### config.mk
export PLATFORM = sky130hd
export DESIGN_NAME = mem_bus_arbiter
export DESIGN_NICKNAME = d
export VERILOG_FILES = /design/src/rtl/mem_bus_pkg.sv /design/src/rtl/mem_bus_arbiter.sv
export SDC_FILE = /design/constraint.sdc
export NUM_CORES = 1
export LEC_CHECK = 0
export CAP_MARGIN = 20
export CELL_PAD_IN_SITES_DETAIL_PLACEMENT = 1
export CELL_PAD_IN_SITES_GLOBAL_PLACEMENT = 1
export CORE_MARGIN = 2
export CORE_UTILIZATION = 13
export DETAILED_ROUTE_END_ITERATION = 8
export PLACE_DENSITY_LB_ADDON = 0.15
export SETUP_SLACK_MARGIN = 0.15
export SLEW_MARGIN = 10
export SYNTH_ARGS = -nofsm -noshare
export SYNTH_HDL_FRONTEND = slang
export SYNTH_SLANG_ARGS = --single-unit
### constraint.sdc
create_clock -name clk -period 2 [get_ports clk]
set_input_delay 0.2 -clock clk [delete_from_list [all_inputs] [get_ports clk]]
set_output_delay 0.2 -clock clk [all_outputs]
set_load 0.01 [all_outputs]
### src/rtl/mem_bus_pkg.sv
// Shared definitions for the system memory bus arbiter: ownership states and
// access-size codes as seen on the memory port.
package mem_bus_pkg;

    typedef enum logic [1:0] {
        ST_IDLE = 2'd0,
        ST_OWN0 = 2'd1,
        ST_OWN1 = 2'd2
    } arb_state_e;

    localparam logic [1:0] SZ_BYTE = 2'b00;
    localparam logic [1:0] SZ_HALF = 2'b01;
    localparam logic [1:0] SZ_WORD = 2'b10;

endpackage

### src/rtl/mem_bus_arbiter.sv
// Two-port arbiter in front of the single memory/MMIO port: registered grant,
// ownership held until completion, round-robin or fixed priority, per-transaction watchdog.
module mem_bus_arbiter
    import mem_bus_pkg::*;
#(
    parameter int ARB_MODE = 0,
    parameter int TIMEOUT  = 255,
    parameter int TO_W     = 8
) (
    input  logic        clk,
    input  logic        reset,

    input  logic        rq0_re,
    input  logic        rq0_we,
    input  logic [31:0] rq0_addr,
    input  logic [31:0] rq0_wdata,
    input  logic [1:0]  rq0_size,
    input  logic        rq0_signed,
    output logic        rq0_busy,
    output logic [31:0] rq0_rdata,

    input  logic        rq1_re,
    input  logic        rq1_we,
    input  logic [31:0] rq1_addr,
    input  logic [31:0] rq1_wdata,
    input  logic [1:0]  rq1_size,
    input  logic        rq1_signed,
    output logic        rq1_busy,
    output logic [31:0] rq1_rdata,

    output logic        m_re,
    output logic        m_we,
    output logic [31:0] m_addr,
    output logic [31:0] m_wdata,
    output logic [1:0]  m_size,
    output logic        m_signed,
    input  logic [31:0] m_rdata,
    input  logic        m_busy,

    output logic [1:0]  grant,
    output logic        timeout_err
);

    localparam bit          WD_EN    = (TIMEOUT != 0);
    localparam logic [TO_W-1:0] WD_LIMIT = TO_W'(TIMEOUT);

    arb_state_e      state_q, state_d;
    logic            rr_last_q, rr_last_d;
    logic [TO_W-1:0] wd_q, wd_d;
    logic            timeout_err_q, timeout_err_d;

    logic req0, req1;
    logic own0, own1;
    logic owner_req;
    logic abort;

    assign req0 = rq0_re | rq0_we;
    assign req1 = rq1_re | rq1_we;
    assign own0 = (state_q == ST_OWN0);
    assign own1 = (state_q == ST_OWN1);

    assign owner_req = (own0 & req0) | (own1 & req1);
    // Abort wins over a same-cycle completion: the strobes are suppressed, so nothing completes.
    assign abort     = WD_EN & owner_req & (wd_q == WD_LIMIT);

    always_ff @(posedge clk or posedge reset) begin
        if (reset) begin
            state_q       <= ST_IDLE;
            rr_last_q     <= 1'b1;
            wd_q          <= '0;
            timeout_err_q <= 1'b0;
        end else begin
            state_q       <= state_d;
            rr_last_q     <= rr_last_d;
            wd_q          <= wd_d;
            timeout_err_q <= timeout_err_d;
        end
    end

    always_comb begin
        state_d       = state_q;
        rr_last_d     = rr_last_q;
        wd_d          = wd_q;
        timeout_err_d = timeout_err_q;
        case (state_q)
            ST_IDLE: begin
                wd_d = '0;
                if (req0 && req1) begin
                    if (ARB_MODE == 1) state_d = ST_OWN0;
                    else               state_d = rr_last_q ? ST_OWN0 : ST_OWN1;
                end else if (req0) begin
                    state_d = ST_OWN0;
                end else if (req1) begin
                    state_d = ST_OWN1;
                end
            end
            ST_OWN0, ST_OWN1: begin
                if (!owner_req) begin
                    // Owner withdrew without completing: no fairness credit.
                    state_d = ST_IDLE;
                    wd_d    = '0;
                end else if (abort) begin
                    state_d       = ST_IDLE;
                    wd_d          = '0;
                    rr_last_d     = own1;
                    timeout_err_d = 1'b1;
                end else if (!m_busy) begin
                    state_d   = ST_IDLE;
                    wd_d      = '0;
                    rr_last_d = own1;
                end else if (WD_EN) begin
                    wd_d = wd_q + 1'b1;
                end
            end
            default: begin
                state_d = ST_IDLE;
                wd_d    = '0;
            end
        endcase
    end

    always_comb begin
        m_re      = 1'b0;
        m_we      = 1'b0;
        m_addr    = '0;
        m_wdata   = '0;
        m_size    = '0;
        m_signed  = 1'b0;
        rq0_rdata = '0;
        rq1_rdata = '0;
        if (own0) begin
            m_re      = rq0_re & ~abort;
            m_we      = rq0_we & ~abort;
            m_addr    = rq0_addr;
            m_wdata   = rq0_wdata;
            m_size    = rq0_size;
            m_signed  = rq0_signed;
            rq0_rdata = abort ? '0 : m_rdata;
        end else if (own1) begin
            m_re      = rq1_re & ~abort;
            m_we      = rq1_we & ~abort;
            m_addr    = rq1_addr;
            m_wdata   = rq1_wdata;
            m_size    = rq1_size;
            m_signed  = rq1_signed;
            rq1_rdata = abort ? '0 : m_rdata;
        end
    end

    // A requester stalls every cycle it asks and does not complete; an abort releases it.
    assign rq0_busy = req0 & ~(own0 & ~m_busy) & ~(own0 & abort);
    assign rq1_busy = req1 & ~(own1 & ~m_busy) & ~(own1 & abort);

    assign grant       = {own1, own0};
    assign timeout_err = timeout_err_q;

endmodule

==> impl_metrics.tcl <==
set metrics [dict create \
    status "finished with violations" \
    failed_checks "negative setup slack" \
    wire_per_inst_um 22.3 \
    clock-sinks 12 \
    grt_start_max_net_pins 41 \
    skew_ns 0.00375 \
    p_int_mw 4.17 \
    rsz0062_at_grt "true" \
    placeableCoreArea_mm2 0.0140 \
    placed_area_mm2 0.00544 \
    end_kind "primary output" \
    grt_pass1_vias 3368 \
    cts_buffers 3 \
    drv_cap 0 \
    max_freq_mhz 471 \
    combPwrFrac 0.894 \
    finalNonFillerCells 780 \
    crit_path_max_fanout 7 \
    netSwitchingPower_mw 2.65 \
    period_needed_ns 2.12 \
    highest_layer "met4" \
    grt-ovfl-total 0 \
    crit_top_cell "buf_6" \
    synth_cell_type_count 35 \
    num_io_pins 311 \
    setup_viol 108 \
    cpPeakStageDelay_ns 0.39 \
    slew_headroom 0.667 \
    worstPathRequired_ns 1.80 \
    hold_violations 0 \
    yosysTopAreaCellShare 0.313 \
    die-area_mm2 0.0154 \
    via_per_inst 4.33 \
    p_per_area_mw_per_mm2 1090 \
    synth_cells 234 \
    synthesis.nets 411 \
    die_height_um 124 \
    grt_pass1_wl_mm 22.1 \
    timing.rr.end "state_q[0]$_DFFE_PP0P_" \
    synth_edf_count 0 \
    track_usage 0.197 \
    dp_slack_ns -0.310 \
    fillers 1600 \
    fin_ws_ns -0.123 \
    antenna_cells 0 \
    synthFlopType "dfrtp_1" \
    syn2layout_area_growth_pct 234 \
    path_cells "buf_6 -> ha_4 -> nor2b_4 -> buf_4 -> buf_6 -> buf_12 -> buf_16 -> a22o_4 -> buf_6" \
    fin_nets 778 \
    worst-setup-path-type "flip-flop to primary output" \
    p_leak_nw 2.89 \
    p_seq_frac 0.045 \
    htree_num_levels 1 \
    crit_slowest_cell "dfrtp_1" \
    first_iter_violations 101 \
    met2WireLength_mm 10.1 \
    wirelength_mm 17.4 \
    avgSynthCellArea_um2 8.02 \
    clkPwrFrac 0.060 \
    via_count 3376 \
    place_inst 740 \
    cts_buffer_depth 2 \
    initial_core_util 0.134 \
    yosysWarnings 0 \
    finalMaxSlewViolations 0 \
    gp_congestion 0.798 \
    rr_startpoint "state_q[0]$_DFFE_PP0P_" \
    hp-class "input port to async pin" \
    fin_crit_sh 1.06 \
    start_kind "flip-flop" \
    synth.cell_area_mm2 0.00188 \
    synthTopCellsByArea "a22o_1 31%, and2_1 21%, dfrtp_1 15%" \
    swShare 0.388 \
    rows 43 \
    vdd.ir_drop.worst_v 0.000544 \
    reg2reg_depth 9 \
    io_buffers 310 \
    timing.setup.tns_ns -5.31 \
    dp_hpwl_mm 13.6 \
    fin_area_mm2 0.00626 \
    cts-root-buf "clkbuf_16" \
    endpoint "m_signed" \
    cts_tree "yes" \
    clkTransAtPathRegs_ns 0.05 \
    met3_length_mm 1.11 \
    clock_latency_ns 0.24 \
    post-route-drc-count 0 \
    rrSetupSlack_ns 0.06 \
    drtPass1Iterations 4 \
    synth_top_area_cell "a22o_1" \
    ant_nets 0 \
    power_mw 6.81 \
    wl_met1_mm 5.94 \
    fp.dieW_um 124 \
    crit_arrival_ns 1.92 \
    async_flop_share 1.00 \
    drive_above_1_share 0.502 \
    worstMarginPinSlew_ns 0.499 \
    ys_seq_elements 12 \
    critPathLaunch "state_q[1]$_DFFE_PP0P_" \
    yosysSeqAreaShare 0.161 \
    antenna_found_initial 0 \
]
cells in the final DEF (no fill, tap or decap), types with 5 or more instances in the layout:
| cell | Yosys | final |
|---|---|---|
| a22o_1 | 67 | 64 |
| and2_1 | 64 | 19 |
| and2_4 | 0 | 45 |
| buf_12 | 0 | 9 |
| buf_2 | 5 | 53 |
| buf_4 | 2 | 33 |
| buf_6 | 6 | 105 |
| clkbuf_16 | 0 | 6 |
| clkdlybuf4s50_1 | 0 | 173 |
| dfrtp_1 | 11 | 11 |
| nor2_4 | 0 | 5 |
kinds of logic after synthesis:
logic type / synth area share
and+or+nand+nor: 0.292
adders and majority gates: 0.0267
muxes: 0.00600
xor gates and xnor gates: 0.0234
AOI/OAI and AO/OA: 0.398
buffers and inverters: 0.0934
DFF: 0.161
state kept, by name, summed over array words and instances (netlist names):
register and cells:
rr_last_q 1, state_q 2, wd_q 8, timeout_err 1
worst min path at each step:
stage                             from  cells after the start                      end
3_5_place_dp   timeout_err$_DFFE_PP0P_                      1  timeout_err$_DFFE_PP0P_
6_report                         reset                      2        wd_q[2]$_DFF_PP0_
5_1_grt                          reset                      2   state_q[1]$_DFFE_PP0P_
2_1_floorplan                    reset                      1   state_q[0]$_DFFE_PP0P_
3_3_place_gp   timeout_err$_DFFE_PP0P_                      1  timeout_err$_DFFE_PP0P_
4_1_cts                          reset                      2        wd_q[2]$_DFF_PP0_
power groups by stage:
| stage | combinational (mW) | sequential, mW | clock, mW |
|---|---|---|---|
| 2_1_floorplan | 1.90 | 0.300 | 0 |
| 3_3_place_gp | 4.73 | 0.300 | 0 |
| 3_5_place_dp | 4.79 | 0.303 | 0 |
| 4_1_cts | 5.48 | 0.308 | 0.419 |
| 5_1_grt | 6.46 | 0.314 | 0.431 |
| 6_report | 6.09 | 0.310 | 0.412 |
repair_timing:
item / in CTS / in global routing
pin swaps: 36 / 55
hold buffers: 0 / 0
cloned: 5 / 3
gates resized for setup: 661 / 118
endpoints found under the setup margin: 139 / 147
buffers inserted: 21 / 7
metal layers:
metal	vias to the layer above	global-route usage
met5	-	0
met4	0	0.0365
met3	10	0.0389
met2	128	0.404
met1	1648	0.205
li1	1590	-
metrics by stage:
stage | hold WS, ns | util
global placement | 0.496 | 0.389
global route | 0.368 | 0.447
CTS | 0.309 | 0.407
detailed placement | 0.494 | 0.389
finish | 0.285 | 0.447
floorplan | 0.0640 | -
layout make-up:
class	instances	area (um^2)	area share
Timing Repair Buffer	387	3880	0.620
Multi-Input combinational cell	191	1740	0.278
Sequential cell	12	302	0.0482
Tap cell	180	225	0.0360
Clock buffer	4	88.8	0.0142
Inverter	6	22.5	0.00360
worst max-delay path, delay by kind of cell, from the launching register on:
| family | cells | cell delay [ns] |
|---|---|---|
| flops | 1 | 0.39 |
| compound gates | 1 | 0.22 |
| buf+inv | 6 | 0.76 |
| fa+ha+maj | 1 | 0.17 |
| simple gates | 1 | 0.14 |
synthesized netlist by cell type, types with 2 or more instances:
library cell and instances:
a22o_1 67, and2_1 64, nor2_1 13, clkbuf_1 12
dfrtp_1 11, buf_6 6, inv_1 6, a21oi_1 5
buf_2 5, nand2_1 5, ha_1 4, nand3_1 4
o21ai_0 3, xnor2_1 3, a22oi_1 2, buf_4 2
o211a_1 2, o21ai_1 2, xor2_1 2
Note: power is estimated with default switching activity, not from simulation.
==> edit 1 (same settings) <==
The parameter `ARB_MODE` goes from 0 to 1.
--- a/src/rtl/mem_bus_arbiter.sv
+++ b/src/rtl/mem_bus_arbiter.sv
@@ -4,5 +4,5 @@
     import mem_bus_pkg::*;
 #(
-    parameter int ARB_MODE = 0,
+    parameter int ARB_MODE = 1,
     parameter int TIMEOUT  = 255,
     parameter int TO_W     = 8
Formal check against the unedited RTL: not equivalent (a bounded check fails within 4 cycles, from zero or initial values and one cycle with reset high).
==> edit 1 against the original RTL <==
The flow still finishes with violations (setup timing); largest power group unchanged; power shrank 15%; wire length shrank 11%; highest routed layer unchanged; cell area shrank 5.5%; count of clock-buffer cells in the layout is the same; setup slack lost 0.034 ns; sequential cell count shrank 1; area after synthesis shrank 5.4%; fmax shrank 1.6%.
==> edit 1: results <==
group,metric,value,unit
pwr,p_leak,2.74,nW
timing,tns,-9.43,ns
placed_design,place_hpwl,11900,µm
synthesis,synth_nets,405,
drt,drt-initial-drc-count,68,
synthesis,synth_cell_type_count,30,
pwr,switching_share,39.2,%
worst_setup_path,cp_max_fo,5,
placed_design,gp_congestion,0.760,
layout,largest_register,"wd_q",
synthesis,yosysWarnings,0,
status,status,"complete, but fails checks",
placed_design,place_area,5320,µm²
worst_setup_path,r2r_cells,8,
synthesis,yosysSeqAreaShare,15.5,%
drt,wl_per_cell,20.0,µm
pwr,pwr.group.combinational,5.17,mW
placed_design,dpl.cell_count,724,
worst_setup_path,r2r_start,"state_q[0]",
global_route,grt_pass1_wl,21500,µm
timing,slew_headroom,70.7,%
placed_design,place_ws,-0.346,ns
layout,fillCellCount,1543,
synthesis,synthTopCellsByArea,"a22o_1 33%, and2_1 23%, dfrtp_1 16%",
worst_setup_path,rrSetupSlack,0.23,ns
timing,post-route-worst-setup-slack,-0.157,ns
timing,setup_violations,124,
pwr,clockPowerShare,6.2,%
global_route,grt_max_degree,18,
worst_setup_path,reg2reg_to,"state_q[0]",
global_route,grt_usage,19.1,%
layout,fin_cells,771,
timing,final.setup_skew,0.00153,ns
worst_setup_path,arrival,1.96,ns
layout,diodes,0,
synthesis,synth_common_cells,"67 x a22o_1, 64 x and2_1, 15 x clkbuf_1",
status,violations,"setup timing",
pwr,pwr-share-comb,89.0,%
layout,drive_gt1_share,44.4,%
pwr,ir_drop,0.338,mV
timing,hold_ws,0.268,ns
synthesis,ys.flop_type,"dfrtp_1",
global_route,first_global_vias,3459,
drt,vias_per_cell,4.25,
layout,ff_latch_area,277,µm²
synthesis,synthesis.instances,228,
## edit 1: logic make-up (layout without fill, tap and decap cells)
group                    after synthesis  in the layout  synth area share, %
AO/OA/AOI/OAI                         81             81                 38.5
XOR/XNOR                               6              6                 2.96
adder cells (fa/ha/maj)                4              4                 2.82
buffers and inverters                 31            398                 8.96
flip-flops                            11             11                 15.5
AND/OR/NAND/NOR                       95             95                 31.2
## edit 1: final cells by class
class,instances,area share (%)
clock buffers,4,1.33
inverters,6,0.381
multi-input cells,186,25.9
flip-flops and latches,11,4.68
well taps,176,3.72
repair buffers,388,64.0
## edit 1: how the worst max path moves through the flow
stage / slack (ns) / to / cells after the start
floorplan: 0.24 / rq1_rdata[10] / 7
global placement: -0.31 / rq0_busy / 6
detailed placement: -0.35 / rq0_rdata[11] / 7
CTS: -0.15 / rq1_rdata[19] / 10
global route: -0.23 / rq1_rdata[19] / 10
finish: -0.16 / rq1_rdata[16] / 10
## edit 1: layer usage
layer / part of all wire [%] / up-vias / global-route usage (%) / wire length [µm]
met2: 54 / 123 / 36.9 / 8300
li1: - / 1568 / - / -
met3: 6.7 / 10 / 4.15 / 1040
met5: 0 / - / 0 / 0
met4: 0.98 / 0 / 2.98 / 152
met1: 39 / 1575 / 21.6 / 5970
## edit 1: worst max-delay path, stage by stage (launching register included)
cell	delay, ns
dfrtp_2	0.43
ha_4	0.19
buf_6	0.12
nor2b_4	0.12
a21boi_4	0.20
buf_12	0.13
buf_6	0.09
buf_6	0.10
buf_6	0.10
and2_4	0.13
buf_6	0.09
## edit 1: what timing repair did
action | CTS | global route
setup buffers | 27 | 4
pin swaps | 23 | 14
endpoints found under the setup margin | 137 | 144
gates resized for setup | 620 | 66
cloned | 9 | 3
==> edit 2 (same flow settings) <==
Made on the original files. Register the output `timeout_err` once more, cleared by the reset; this adds one clock of latency there. The other outputs are not delayed to match.
--- a/src/rtl/mem_bus_arbiter.sv
+++ b/src/rtl/mem_bus_arbiter.sv
@@ -153,5 +153,11 @@
 
     assign grant       = {own1, own0};
-    assign timeout_err = timeout_err_q;
+    always_ff @(posedge clk or posedge reset) begin
+        if (reset) begin
+            timeout_err <= '0;
+        end else begin
+            timeout_err <= timeout_err_q;
+        end
+    end
 
 endmodule
Formal check against the unedited RTL: no difference found for any inputs over 4 cycles, from zero or initial values and one cycle with reset high; that may be too few to reach the edited logic, so the function may still have changed.
==> edit 2 against the original RTL <==
The flow still finishes with violations (setup timing); wire length decreased by 13%; sequential cell count increased by 1; cell count decreased by 0.64%; cell area decreased by 2.8%; area after synthesis increased by 1.3%; power decreased by 0.23%; setup slack got worse by 0.021 ns; global-route usage decreased by 2.1 points; synthesized cell count increased by 0.43%; count of clock-buffer cells in the layout unchanged; critical path type is now in2out.
==> edit 2: results <==
group,metric,value,unit
synthesis,synth_nets,412,
global_route,grt_max_degree,33,
layout,drive_gt1_share,45.0,%
global_route,use_met2,32.6,%
placed_design,gp_congestion,0.859,
placed_design,place_area,5400,µm²
pwr,switchingPower,2.53,mW
placed_design,place_hpwl,11600,µm
global_route,grtUsageMet3,5.58,%
min_path,hold_class,"in2async",
pwr,p_leak,2.84,nW
global_route,grt_usage,17.6,%
pwr,switching_share,37.3,%
status,status,"complete, but fails checks",
layout,diodes,0,
layout,fillCellCount,1659,
layout,nets,769,
drt,vias_per_cell,4.24,
global_route,first_global_vias,3344,
global_route,grt_util_met1,19.9,%
synthesis,synth_common_cells,"67 x a22o_1, 64 x and2_1, 13 x nor2_1",
drt,drt-total-wl,15100,µm
synthesis,async_flop_share,100,%
placed_design,place_ws,-0.341,ns
timing,slew_headroom,66.2,%
timing,post-route-worst-setup-slack,-0.143,ns
placed_design,io_buffers,310,
pwr,pwr-share-comb,89.5,%
global_route,grt_pass1_wl,21500,µm
synthesis,synthTopCellsByArea,"a22o_1 31%, and2_1 21%, dfrtp_1 16%",
pwr,ir_drop,0.377,mV
synthesis,synth_cell_type_count,35,
timing,hold_viol_final,0,
worst_setup_path,critPathSlowestCell,"clkdlybuf4s50_1",
timing,setup_violations,81,
synthesis,ys.flop_type,"dfrtp_1",
drt,drt-initial-drc-count,59,
synthesis,yosysSeqAreaShare,17.2,%
worst_setup_path,rrSetupSlack,0.05,ns
worst_setup_path,cp_top_family,"buffers and inverters",
worst_setup_path,arrival,1.94,ns
status,violations,"setup timing",
timing,final.setup_skew,0.00122,ns
global_route,antenna_found_initial,0,
pwr,seq_power_share,4.9,%
worst_setup_path,reg2reg_to,"rr_last_q",
worst_setup_path,crit_path_max_incr_delay,0.61,ns
worst_setup_path,r2r_cells,8,
## edit 2: changes by cell type after synthesis, sizes merged
cell   before  now
dfrtp      11   12
## edit 2: repair_timing
action,4_1_cts,5_1_grt
gates cloned,11,4
gates resized for setup,621,72
buffers inserted,15,7
pin swaps,31,15
endpoints found under the setup margin,137,149
## edit 2: area by class of cell
cell class	count	share of cell area [%]
repair buffers	377	62.6
clock buffers	4	1.30
flip-flops and latches	13	5.37
multi-input cells	191	26.6
inverters	6	0.370
well taps	184	3.79
## edit 2: metal layers
layer / routed length, µm / part of all wire, %
met1: 5770 / 38
met2: 7950 / 53
met3: 1210 / 8.0
met4: 207 / 1.4
met5: 0 / 0
## edit 2: how the worst max path moves through the flow
stage                    start       endpoint  slack, ns  depth (start not counted)
floorplan           state_q[1]    m_wdata[20]       0.27                          8
global placement        rq1_we   rq0_rdata[4]      -0.30                          7
detailed placement      rq1_we   rq0_rdata[4]      -0.34                          7
CTS                 state_q[0]  rq1_rdata[15]      -0.14                          9
global route        state_q[1]  rq1_rdata[16]      -0.25                         10
finish                  rq1_we  rq1_rdata[15]      -0.14                          8
## edit 2: kinds of logic after synthesis
kind of cell	Yosys count	share of synthesized area [%]
xor+xnor	5	2.30
mux	1	0.592
compound gates	88	39.2
simple gates	93	28.8
buf+inv	31	9.22
fa+ha+maj	4	2.63
flops	13	17.2
## edit 2: through the flow
step	TNS (ns)	std cells	util, %	hold slack, ns
global placement	-17.75	734	37.5	0.381
global route	-14.25	775	42.1	0.377
floorplan	0	235	-	0.0762
CTS	-3.61	764	39.7	0.323
detailed placement	-19.82	734	37.5	0.381
finish	-4.99	775	42.1	0.294
